**src/rtl/adc_pkg.sv**
```systemverilog
// adc_pkg: shared frame geometry and FSM state encoding for the ADC sample source.
// No ports; imported by adc_sample_src.
package adc_pkg;
    localparam int FRAME_BITS = 16;
    localparam int LEAD_BITS  = 4;
    localparam int DATA_BITS  = 12;
    typedef enum logic [2:0] {IDLE, CS_SETUP, SHIFT, CS_HOLD, LATCH} state_e;
endpackage

```
**src/rtl/adc_rate_tick.sv**
```systemverilog
// adc_rate_tick: free-running 0..DIV-1 counter producing a one-clk tick on the last count.
// Ports: clk (system clock), rst (async active-low reset), tick (high when count == DIV-1).
module adc_rate_tick #(
    parameter int DIV = 2500
) (
    input  logic clk,
    input  logic rst,
    output logic tick
);
    localparam int W = $clog2(DIV);
    logic [W-1:0] cnt_q, cnt_d;
    assign tick  = (cnt_q == W'(DIV - 1));
    assign cnt_d = tick ? '0 : cnt_q + 1'b1;
    always_ff @(posedge clk or negedge rst)
        if (!rst) cnt_q <= '0;
        else      cnt_q <= cnt_d;
endmodule

```
**src/rtl/adc_sample_src.sv**
```systemverilog
// adc_sample_src: paces a 16-bit serial ADC read at FS_HZ and presents a held 12-bit signed sample.
// Ports: clk, rst (async active-low), adc_sdo (ADC data in), adc_cs_n / adc_sclk (ADC chip
// select and CPOL=1 serial clock), din (signed sample), pls20k (strobe when din updates),
// lead_err (strobe with pls20k when the frame's 4 leading bits are non-zero).
// Build option: define ADC_OFFSET_BIN_EN when the ADC delivers offset-binary data.
module adc_sample_src
    import adc_pkg::*;
#(
    parameter int CLK_HZ   = 50000000,
    parameter int FS_HZ    = 20000,
    parameter int SCLK_DIV = 4
) (
    input  logic                        clk,
    input  logic                        rst,
    input  logic                        adc_sdo,
    output logic                        adc_cs_n,
    output logic                        adc_sclk,
    output logic signed [DATA_BITS-1:0] din,
    output logic                        pls20k,
    output logic                        lead_err
);
    localparam int FS_DIV = CLK_HZ / FS_HZ;
    localparam logic [5:0] S_LAST = 6'(SCLK_DIV - 1);

    if (SCLK_DIV < 1 || SCLK_DIV > 63) begin : g_bad_sclk
        $error("adc_sample_src: SCLK_DIV must be 1..63");
    end
    if (34 * SCLK_DIV + 2 >= FS_DIV) begin : g_bad_rate
        $error("adc_sample_src: frame does not fit in one sample period");
    end

    state_e                      st_q, st_d;
    logic [5:0]                  div_q, div_d;
    logic [4:0]                  half_q, half_d;
    logic                        cs_n_q, cs_n_d;
    logic                        sclk_q, sclk_d;
    logic [FRAME_BITS-1:0]       sr_q, sr_d;
    logic signed [DATA_BITS-1:0] din_q, din_d;
    logic                        pls_q, pls_d;
    logic                        lead_q, lead_d;
    logic                        tick;
    logic                        div_end;
    logic [DATA_BITS-1:0]        data;

    adc_rate_tick #(.DIV(FS_DIV)) u_rate (
        .clk  (clk),
        .rst  (rst),
        .tick (tick)
    );

    assign div_end = (div_q == S_LAST);

`ifdef ADC_OFFSET_BIN_EN
    assign data = {~sr_q[DATA_BITS-1], sr_q[DATA_BITS-2:0]};
`else
    assign data = sr_q[DATA_BITS-1:0];
`endif

    // div_q paces each S-cycle phase; half_q counts the 32 SCLK half-periods (odd = high).
    always_comb begin
        st_d   = st_q;
        div_d  = div_q + 6'd1;
        half_d = half_q;
        cs_n_d = cs_n_q;
        sclk_d = sclk_q;
        sr_d   = sr_q;
        din_d  = din_q;
        pls_d  = 1'b0;
        lead_d = 1'b0;
        case (st_q)
            IDLE: begin
                div_d = '0;
                if (tick) begin
                    st_d   = CS_SETUP;
                    cs_n_d = 1'b0;
                end
            end
            CS_SETUP: if (div_end) begin
                st_d   = SHIFT;
                div_d  = '0;
                half_d = '0;
                sclk_d = 1'b0;
            end
            SHIFT: begin
                // Sample in the first cycle of each high phase; the ADC moved sdo on the prior fall.
                if (sclk_q && div_q == '0) sr_d = {sr_q[FRAME_BITS-2:0], adc_sdo};
                if (div_end) begin
                    div_d = '0;
                    if (half_q == 5'd31) st_d = CS_HOLD;
                    else begin
                        half_d = half_q + 5'd1;
                        sclk_d = ~sclk_q;
                    end
                end
            end
            CS_HOLD: if (div_end) begin
                st_d   = LATCH;
                cs_n_d = 1'b1;
                din_d  = data;
                pls_d  = 1'b1;
                lead_d = |sr_q[FRAME_BITS-1 -: LEAD_BITS];
            end
            LATCH:   st_d = IDLE;
            default: st_d = IDLE;
        endcase
    end

    always_ff @(posedge clk or negedge rst)
        if (!rst) begin
            st_q   <= IDLE;
            div_q  <= '0;
            half_q <= '0;
            cs_n_q <= 1'b1;
            sclk_q <= 1'b1;
            sr_q   <= '0;
            din_q  <= '0;
            pls_q  <= 1'b0;
            lead_q <= 1'b0;
        end else begin
            st_q   <= st_d;
            div_q  <= div_d;
            half_q <= half_d;
            cs_n_q <= cs_n_d;
            sclk_q <= sclk_d;
            sr_q   <= sr_d;
            din_q  <= din_d;
            pls_q  <= pls_d;
            lead_q <= lead_d;
        end

    assign adc_cs_n = cs_n_q;
    assign adc_sclk = sclk_q;
    assign din      = din_q;
    assign pls20k   = pls_q;
    assign lead_err = lead_q;
endmodule

```
**config.mk**
```make
export PLATFORM = sky130hd
export DESIGN_NAME = adc_sample_src
export DESIGN_NICKNAME = d
export VERILOG_FILES = /design/src/rtl/adc_pkg.sv /design/src/rtl/adc_rate_tick.sv /design/src/rtl/adc_sample_src.sv
export SDC_FILE = /design/constraint.sdc
export NUM_CORES = 1
export LEC_CHECK = 0
export CAP_MARGIN = 25
export CORE_ASPECT_RATIO = 1.1
export CORE_MARGIN = 8
export CORE_UTILIZATION = 51
export DETAILED_ROUTE_END_ITERATION = 10
export HOLD_SLACK_MARGIN = 0.15
export PLACE_DENSITY = 0.71
export SYNTH_ARGS = -nofsm -noshare
export SYNTH_HDL_FRONTEND = slang
export SYNTH_HIERARCHICAL = 1
export SYNTH_SLANG_ARGS = --single-unit
```
**constraint.sdc**
```tcl
create_clock -name clk -period 5.3 [get_ports clk]
set_input_delay 1.59 -clock clk [delete_from_list [all_inputs] [get_ports clk]]
set_output_delay 1.59 -clock clk [all_outputs]
set_load 0.01 [all_outputs]
```
==> impl_metrics.tcl, run 1 <==
set metrics [dict create \
    ctsHoldBuffers 0 \
    cpPeakStageDelay_ns 0.55 \
    syn_inst 209 \
    ys_seq_elements 58 \
    cts_setup_buffers 0 \
    skew_ns 0.005756 \
    dp_hpwl_mm 2.733 \
    critical-path-top-delay-family "flip-flops" \
    criticalPathCategory "register to primary output" \
    fp.dieArea_um2 7548 \
    drt-initial-drc-count 61 \
    hold_class "register to register" \
    io_pins 19 \
    setup_viol 0 \
    fin_crit_sh_pct 56.39 \
    ys.flop_type "dfrtp_1" \
    drt-vias-per-instance 5.471 \
    slew_headroom_pct 47.68 \
    drtAntennaViolNets 0 \
    dpl_cell_area_um2 2769 \
    worst_slew_pin_slew_ns 0.7823 \
    r2r_cells 3 \
    yosysSeqAreaShare_pct 56.77 \
    synth_nets 217 \
    drc 0 \
    synth_edf_count 0 \
    rsz0062_at_grt "no" \
    gr-total-overflow 0 \
    syn_area_per_cell_um2 12.25 \
    drv_slew 0 \
    power_density_nw_per_um2 310.8 \
    crit_slowest_cell "dfstp_2" \
    cp-start-kind "register" \
    crit_arrival_ns 1.40 \
    vdd.ir_drop.worst_mv 0.2577 \
    worstPathCellList "clkdlybuf4s50_1" \
    die_h_um 90.33 \
    cts_root_buffer "clkbuf_8" \
    n_antenna_cell 0 \
    min_path_cells 1 \
    grtUsageTotal_pct 12.06 \
    start_util_pct 51.93 \
    clk_latency_ns 0.32 \
    htreeDepth 3 \
    cp_data_required_time_ns 3.71 \
    async_flop_share_pct 100.0 \
    cts_sinks 58 \
    grt_pass1_wl_mm 7.541 \
    tns_ns 0 \
    hold_viol_final 0 \
    layout_commonest_cell "dfrtp_1" \
    critPathBufInv 1 \
    portBuffers 18 \
    core_um2 4932 \
    mostFrequentLayoutCells "dfrtp_1 (56), mux2_2 (28), clkdlybuf4s50_1 (17)" \
    grt_pass1_vias 1652 \
    nNetsFinal 240 \
    drv_cap 0 \
    antenna_found_initial 0 \
    die_x_um 83.57 \
    syn_to_final_growth_pct 17.54 \
    clockBufferDepth 2 \
    critPathMaxFanout 4 \
    drt_wl_total_mm 4.287 \
    drt-pass1-iter-count 5 \
    leakage_nw 1.371 \
    fillers 372 \
    std_cell_rows 27 \
    fmax_ghz 0.3346 \
    final_area_um2 3010 \
    gp_routability_congestion 0.7541 \
    fin_crit_ns 2.989 \
    yosysWarnings 6 \
    ctsResizeCount 0 \
    numCtsBuffers 9 \
    vias 1614 \
    clk_pin_slew_ns 0.07 \
    drive_gt1_share_pct 23.63 \
    synth.distinct_cells 41 \
    cp.depth 1 \
    wl_per_cell_um 14.53 \
    outcome "finished, final reports clean" \
    grt_max_degree 59 \
    synthesis.area_um2 2561 \
    cts_tree "built" \
    critPathCaptureType "primary output" \
]
[cell families (layout without fill, tap and decap cells)]
kind of cell / count (synthesis) / count (layout) / share of synthesized area (%)
AO/OA/AOI/OAI: 24 / 24 / 5.423
XOR/XNOR: 11 / 11 / 3.762
adder cells (fa/ha/maj): 5 / 5 / 2.443
buffers and inverters: 14 / 42 / 2.882
flip-flops: 58 / 58 / 56.77
multiplexers: 28 / 28 / 12.31
AND/OR/NAND/NOR: 69 / 69 / 16.41
[worst reg2reg max path: cells and delay by family, from the launching register on]
kind             cells  cell delay [ns]
flip-flops           1             0.48
multiplexers         1             0.42
AND/OR/NAND/NOR      2             1.30
[flip-flops by register name, summed over array words and instances, names as in the netlist]
name	count
sr_q	16
din	12
u_rate/cnt_q	12
div_q	6
half_q	5
st_q	3
adc_cs_n	1
adc_sclk	1
lead_err	1
pls20k	1
[synth_stat cells, types with 4 or more instances]
| library cell | instances | share of area, % |
|---|---|---|
| dfrtp_1 | 56 | 55 |
| mux2_2 | 28 | 12 |
| nor2_1 | 13 | 1.9 |
| nand2_1 | 10 | 1.5 |
| nand3_1 | 9 | 1.8 |
| o21ai_0 | 9 | 1.8 |
| xnor2_1 | 8 | 2.7 |
| inv_1 | 7 | 1.0 |
| a21oi_1 | 6 | 1.2 |
| ha_1 | 5 | 2.4 |
| nor2b_1 | 5 | 1.2 |
| nand2b_1 | 4 | 0.98 |
| nand4_1 | 4 | 0.98 |
| nor4_1 | 4 | 0.98 |
[through the flow]
| stage | instances | total power, mW | setup WS, ns | hold WS (ns) | util [%] |
|---|---|---|---|---|---|
| 2_1_floorplan | 209 | 0.4511 | 3.167 | 0.4375 | - |
| 3_3_place_gp | 279 | 0.4613 | 2.654 | 0.4579 | 56.14 |
| 3_5_place_dp | 279 | 0.4614 | 2.643 | 0.4748 | 56.14 |
| 4_1_cts | 295 | 0.9477 | 2.287 | 0.4837 | 61.04 |
| 5_1_grt | 295 | 0.9670 | 2.269 | 0.5161 | 61.04 |
| 6_report | 295 | 0.9355 | 2.311 | 0.4786 | 61.04 |
[layer usage]
layer / track usage, % / share of wire (%) / vias up
li1: - / - / 786
met1: 13.87 / 47 / 794
met2: 19.70 / 48 / 27
met3: 2.978 / 2.9 / 7
met4: 7.205 / 1.8 / 0
met5: 0 / 0 / -
[cell type report]
type	count	area, um2	share of cell area, %
clock inverters	7	117.6	3.907
flip-flops and latches	58	1454	48.30
clock buffers	9	123.9	4.115
repair buffers	19	182.7	6.068
inverters	7	26.28	0.8728
multi-input cells	137	1033	34.33
well taps	58	72.57	2.411
[report_power, final]
group | total (mW) | internal [mW] | switching [mW]
Clock | 0.483 | 0.311 | 0.172
Combinational | 0.00945 | 0.00137 | 0.00808
Sequential | 0.443 | 0.443 | 0
[path summary, 6_finish.rpt]
| check | slack, ns | from | end |
|---|---|---|---|
| min reg2reg | 0.48 | u_rate/cnt_q[0] | u_rate/cnt_q[0] |
| max in group asynchronous | 3.43 | rst | u_rate/cnt_q[3] |
| max | 2.31 | adc_sclk | adc_sclk |
| min | 0.48 | u_rate/cnt_q[0] | u_rate/cnt_q[0] |
| max reg2reg | 2.99 | div_q[2] | sr_q[2] |
| min in group asynchronous | 1.40 | rst | half_q[2] |
Note: power is estimated with default switching activity, not from simulation.
==> run 2: changes to the inputs <==
--- a/config.mk
+++ b/config.mk
@@ -11,7 +11,7 @@
 export CORE_UTILIZATION = 51
 export DETAILED_ROUTE_END_ITERATION = 10
 export HOLD_SLACK_MARGIN = 0.15
-export PLACE_DENSITY = 0.71
+export PLACE_DENSITY = 0.74
 export SYNTH_ARGS = -nofsm -noshare
 export SYNTH_HDL_FRONTEND = slang
 export SYNTH_HIERARCHICAL = 1
==> constraint.sdc (replaced) <==
create_clock -name clk -period 2.65 [get_ports clk]
set_input_delay 0.795 -clock clk [delete_from_list [all_inputs] [get_ports clk]]
set_output_delay 0.795 -clock clk [all_outputs]
set_load 0.01 [all_outputs]
==> run 2 against run 1 <==
  * Non-clock buffer count is 2 higher
  * Worst setup slack worse by 1.9 ns
  * Critical endpoint unchanged
  * Combinational power is 130% higher
  * Cell area is 0.96% lower
  * Routed wire length is 0.61% higher
  * Via count is 1.2% higher
  * Worst hold slack worse by 0.025 ns
  * Sequential share of layout area is 0.47 points higher
  * Sequential cell count stayed put
  * Die area stayed put
  * Sequential power is 100% higher
  * Clock power is 55% higher
==> impl_metrics.tcl, run 2 (same netlist as run 1, synthesis figures left out) <==
set metrics [dict create \
    outcome "finished, final reports clean" \
    start_util_pct 51.93 \
    ctsHoldBuffers 0 \
    cts_setup_buffers 0 \
    hold_viol_final 0 \
    clk_latency_ns 0.32 \
    leakage_nw 1.370 \
    critical-path-top-delay-family "flip-flops" \
    cp_data_required_time_ns 1.86 \
    globalRouteMet1Util_pct 12.78 \
    critPathMaxFanout 4 \
    slew_headroom_pct 52.22 \
    std_cell_rows 27 \
    htreeDepth 3 \
    fin_crit_ns 2.220 \
    gp_routability_congestion 0.7720 \
    drv_slew 0 \
    layout_commonest_cell "dfrtp_1" \
    drt_wl_total_mm 4.313 \
    grt_pass1_wl_mm 7.548 \
    numCtsBuffers 9 \
    drtAntennaViolNets 0 \
    nNetsFinal 242 \
    clockBufferDepth 2 \
    portBuffers 18 \
    mostFrequentLayoutCells "dfrtp_1 (56), mux2_2 (28), clkdlybuf4s50_1 (17)" \
    final_area_um2 2982 \
    cts_sinks 58 \
    syn_to_final_growth_pct 16.41 \
    power_density_nw_per_um2 555.2 \
    critPathBufInv 1 \
    crit_arrival_ns 1.42 \
    fin_crit_sh_pct 83.76 \
    antenna_found_initial 0 \
    worst_slew_pin_slew_ns 0.7168 \
    setup_viol 0 \
    final_util_pct 60.45 \
    whs_ns 0.4535 \
    drive_gt1_share_pct 23.85 \
    vdd.ir_drop.worst_mv 0.3827 \
    use_met3_pct 2.978 \
    drc 0 \
    ctsResizeCount 0 \
    largest_reg_flops 16 \
    fp.dieArea_um2 7548 \
    skew_ns 0.004360 \
    drt-vias-per-instance 5.502 \
    dpl_cell_area_um2 2796 \
    fmax_ghz 0.4505 \
    cts_root_buffer "clkbuf_8" \
    tns_ns 0 \
    cts_tree "built" \
    wl_per_cell_um 14.52 \
    grt_max_degree 59 \
    n_antenna_cell 0 \
    crit_slowest_cell "dfstp_2" \
    gr-total-overflow 0 \
    fillers 392 \
    met2_usage_pct 20.73 \
    top_usage_layer "met2" \
    die_x_um 83.57 \
    layout.cells.non_filler 297 \
    die_h_um 90.33 \
    top_register "sr_q" \
    dp_cells 281 \
    rsz0062_at_grt "no" \
    grtUsageTotal_pct 12.10 \
    core_um2 4932 \
    io_pins 19 \
    vias 1634 \
    cp-start-kind "register" \
    clk_pin_slew_ns 0.06 \
    drv_cap 0 \
    drt-initial-drc-count 48 \
    critPathCaptureType "primary output" \
    drt-pass1-iter-count 4 \
    grt_pass1_vias 1727 \
    hold_class "input port to async pin" \
    cpPeakStageDelay_ns 0.56 \
    criticalPathCategory "register to primary output" \
    worstPathCellList "clkdlybuf4s50_1" \
    dp_hpwl_mm 2.936 \
]
-- run 2: changes by cell type in the layout (fill, tap and decap cells not counted), sizes merged --
cell      previous run  this run
buf                  2         4
bufinv               3         1
clkbuf               9        10
clkinv               1         4
clkinvlp             3         1
-- run 2: layout make-up --
class                           instances  area, um2  share of cell area [%]
Tap cell                               58      72.57                   2.434
Clock buffer                           10      127.6                   4.280
Timing Repair Buffer                   21      210.2                   7.050
Inverter                                7      26.28                  0.8812
Sequential cell                        58       1454                   48.76
Clock inverter                          6      57.56                   1.930
Multi-Input combinational cell        137       1033                   34.66
-- run 2: worst paths after layout --
kind / endpoint / cells after the start / slack (ns) / start
max: adc_sclk / 1 / 0.43 / adc_sclk
min in group clk: u_rate/cnt_q[0] / 1 / 0.48 / u_rate/cnt_q[0]
max reg2reg: half_q[3] / 7 / 0.48 / half_q[0]
min reg2reg: u_rate/cnt_q[0] / 1 / 0.48 / u_rate/cnt_q[0]
min: half_q[1] / 2 / 0.45 / rst
max in group asynchronous: adc_cs_n / 2 / 1.88 / rst
-- run 2: per-layer routing --
| layer | share of wire, % | up-vias |
|---|---|---|
| met4 | 2.8 | 0 |
| met5 | 0 | - |
| li1 | - | 789 |
| met3 | 3.2 | 10 |
| met2 | 52 | 26 |
| met1 | 42 | 809 |
-- run 2: power by group --
part,switching (mW),internal (mW)
Clock,0.321,0.427
Sequential,0,0.886
Combinational,0.0167,0.00492
Total,0.338,1.32
-- run 2: stage by stage --
stage	power (mW)	setup slack (ns)
after global placement	0.9253	0.5693
after detailed placement	0.9250	0.5037
after global routing	1.725	0.3231
after CTS	1.688	0.4116
final	1.655	0.4304
after floorplan	0.9021	0.6614
==> run 3: changes to the inputs <==
--- a/config.mk
+++ b/config.mk
@@ -11,7 +11,7 @@
 export CORE_UTILIZATION = 51
 export DETAILED_ROUTE_END_ITERATION = 10
 export HOLD_SLACK_MARGIN = 0.15
-export PLACE_DENSITY = 0.74
+export PLACE_DENSITY = 0.71
 export SYNTH_ARGS = -nofsm -noshare
 export SYNTH_HDL_FRONTEND = slang
 export SYNTH_HIERARCHICAL = 1
==> constraint.sdc (replaced) <==
create_clock -name clk -period 2.2 [get_ports clk]
set_input_delay 0.66 -clock clk [delete_from_list [all_inputs] [get_ports clk]]
set_output_delay 0.66 -clock clk [all_outputs]
set_load 0.01 [all_outputs]
==> run 3 against run 2 <==
  * Non-clock buffer count increased by 6
  * Routed wire length decreased by 0.32%
  * Highest routed layer unchanged
  * Clock-buffer cell count unchanged
  * Power increased by 25%
  * Critical endpoint is now adc_cs_n
  * Die area unchanged
==> impl_metrics.tcl, run 3 (same netlist as run 1, synthesis figures left out) <==
set metrics [dict create \
    htreeDepth 3 \
    power_density_nw_per_um2 678.8 \
    portBuffers 18 \
    drive_gt1_share_pct 26.12 \
    fmax_ghz 0.4798 \
    critPathBufInv 1 \
    gr-total-overflow 0 \
    tns_ns 0 \
    die_h_um 90.33 \
    fp.dieArea_um2 7548 \
    grtUsageTotal_pct 12.64 \
    outcome "finished, final reports clean" \
    cts_tree "built" \
    skew_ns 0.01056 \
    wl_per_cell_um 14.19 \
    cts_setup_buffers 0 \
    antenna_found_initial 0 \
    std_cell_rows 27 \
    cts_sinks 58 \
    fin_crit_sh_pct 94.74 \
    clk_pin_slew_ns 0.07 \
    layout_commonest_cell "dfrtp_1" \
    n_antenna_cell 0 \
    grt_pass1_wl_mm 7.872 \
    crit_arrival_ns 1.42 \
    nNetsFinal 248 \
    crit_slowest_cell "dfstp_2" \
    critPathCaptureType "primary output" \
    start_util_pct 51.93 \
    setup_slack_ns 0.1156 \
    numCtsBuffers 9 \
    drc 0 \
    setup_viol 0 \
    cpPeakStageDelay_ns 0.56 \
    hold_class "input port to async pin" \
    cp_data_required_time_ns 1.54 \
    top_register "sr_q" \
    cp-start-kind "register" \
    core_um2 4932 \
    critPathMaxFanout 3 \
    vdd.ir_drop.worst_mv 0.5958 \
    fillers 398 \
    gp_routability_congestion 0.7998 \
    dp_hpwl_mm 2.795 \
    drv_cap 0 \
    clk_latency_ns 0.33 \
    pre_cts_slack_ns 0.2056 \
    rsz0062_at_grt "no" \
    critical-path-top-delay-family "flip-flops" \
    cts_root_buffer "clkbuf_8" \
    die_x_um 83.57 \
    drt_wl_total_mm 4.299 \
    seq_area_um2 1454 \
    clockBufferDepth 2 \
    drt-vias-per-instance 5.389 \
    syn_to_final_growth_pct 19.35 \
    criticalPathCategory "register to primary output" \
    largest_reg_flops 16 \
    drt-initial-drc-count 88 \
    fin_crit_ns 2.084 \
    worstPathCellList "clkdlybuf4s50_1" \
    vias 1633 \
    leakage_nw 1.409 \
    grt_max_degree 59 \
    drtAntennaViolNets 0 \
    drv_slew 0 \
    worst_slew_pin_slew_ns 0.3373 \
    multi_input_area_um2 1033 \
    hold_viol_final 0 \
    slew_headroom_pct 77.43 \
    ctsHoldBuffers 0 \
    drt-pass1-iter-count 4 \
    mostFrequentLayoutCells "dfrtp_1 (56), mux2_2 (28), clkdlybuf4s50_1 (17)" \
    ctsResizeCount 0 \
    grt_pass1_vias 1737 \
    io_pins 19 \
]
-- run 3: cell types whose count changed in the layout (fill, tap and decap cells not counted), sizes merged --
cell,before,now
buf,4,10
clkinv,4,3
inv,7,8
-- run 3: per-stage QoR --
step | total power [mW] | hold slack, ns | cell area (um2) | utilization [%] | instances
after floorplan | 1.087 | 0.3644 | 2561 | - | 209
after global placement | 1.115 | 0.4608 | 2854 | 57.86 | 287
after detailed placement | 1.114 | 0.4662 | 2854 | 57.86 | 287
after CTS | 2.098 | 0.3244 | 3057 | 61.97 | 303
after global routing | 2.156 | 0.3415 | 3057 | 61.97 | 303
final | 2.075 | 0.3148 | 3057 | 61.97 | 303
-- run 3: final cells by class --
| cell class | instances | share of cell area [%] |
|---|---|---|
| flip-flops and latches | 58 | 47.56 |
| multi-input cells | 137 | 33.81 |
| repair buffers | 27 | 8.760 |
| clock buffers | 10 | 4.503 |
| well taps | 58 | 2.374 |
| clock inverters | 6 | 2.129 |
| inverters | 7 | 0.8596 |
-- run 3: final timing paths --
| check | start | end | slack [ns] | cells past startpoint |
|---|---|---|---|---|
| max | adc_cs_n | adc_cs_n | 0.12 | 1 |
| min | rst | half_q[3] | 0.31 | 2 |
| max reg2reg | half_q[0] | half_q[3] | 0.21 | 7 |
| min reg2reg | half_q[3] | half_q[3] | 0.48 | 1 |
| max in group asynchronous | rst | adc_cs_n | 1.59 | 2 |
| min in group clk | half_q[3] | half_q[3] | 0.48 | 1 |
-- run 3: layer usage --
| layer | part of all wire, % | GRT usage [%] | up-vias |
|---|---|---|---|
| met5 | 0 | 0 | - |
| met4 | 1.5 | 4.755 | 0 |
| met3 | 3.6 | 4.874 | 6 |
| met2 | 49 | 20.28 | 27 |
| met1 | 46 | 14.86 | 799 |
| li1 | - | - | 801 |
-- run 3: where the power goes --
group | switching (mW) | internal (mW)
Combinational | 0.0198 | 0.00594
Sequential | 0 | 1.07
Clock | 0.428 | 0.555
Total | 0.448 | 1.63
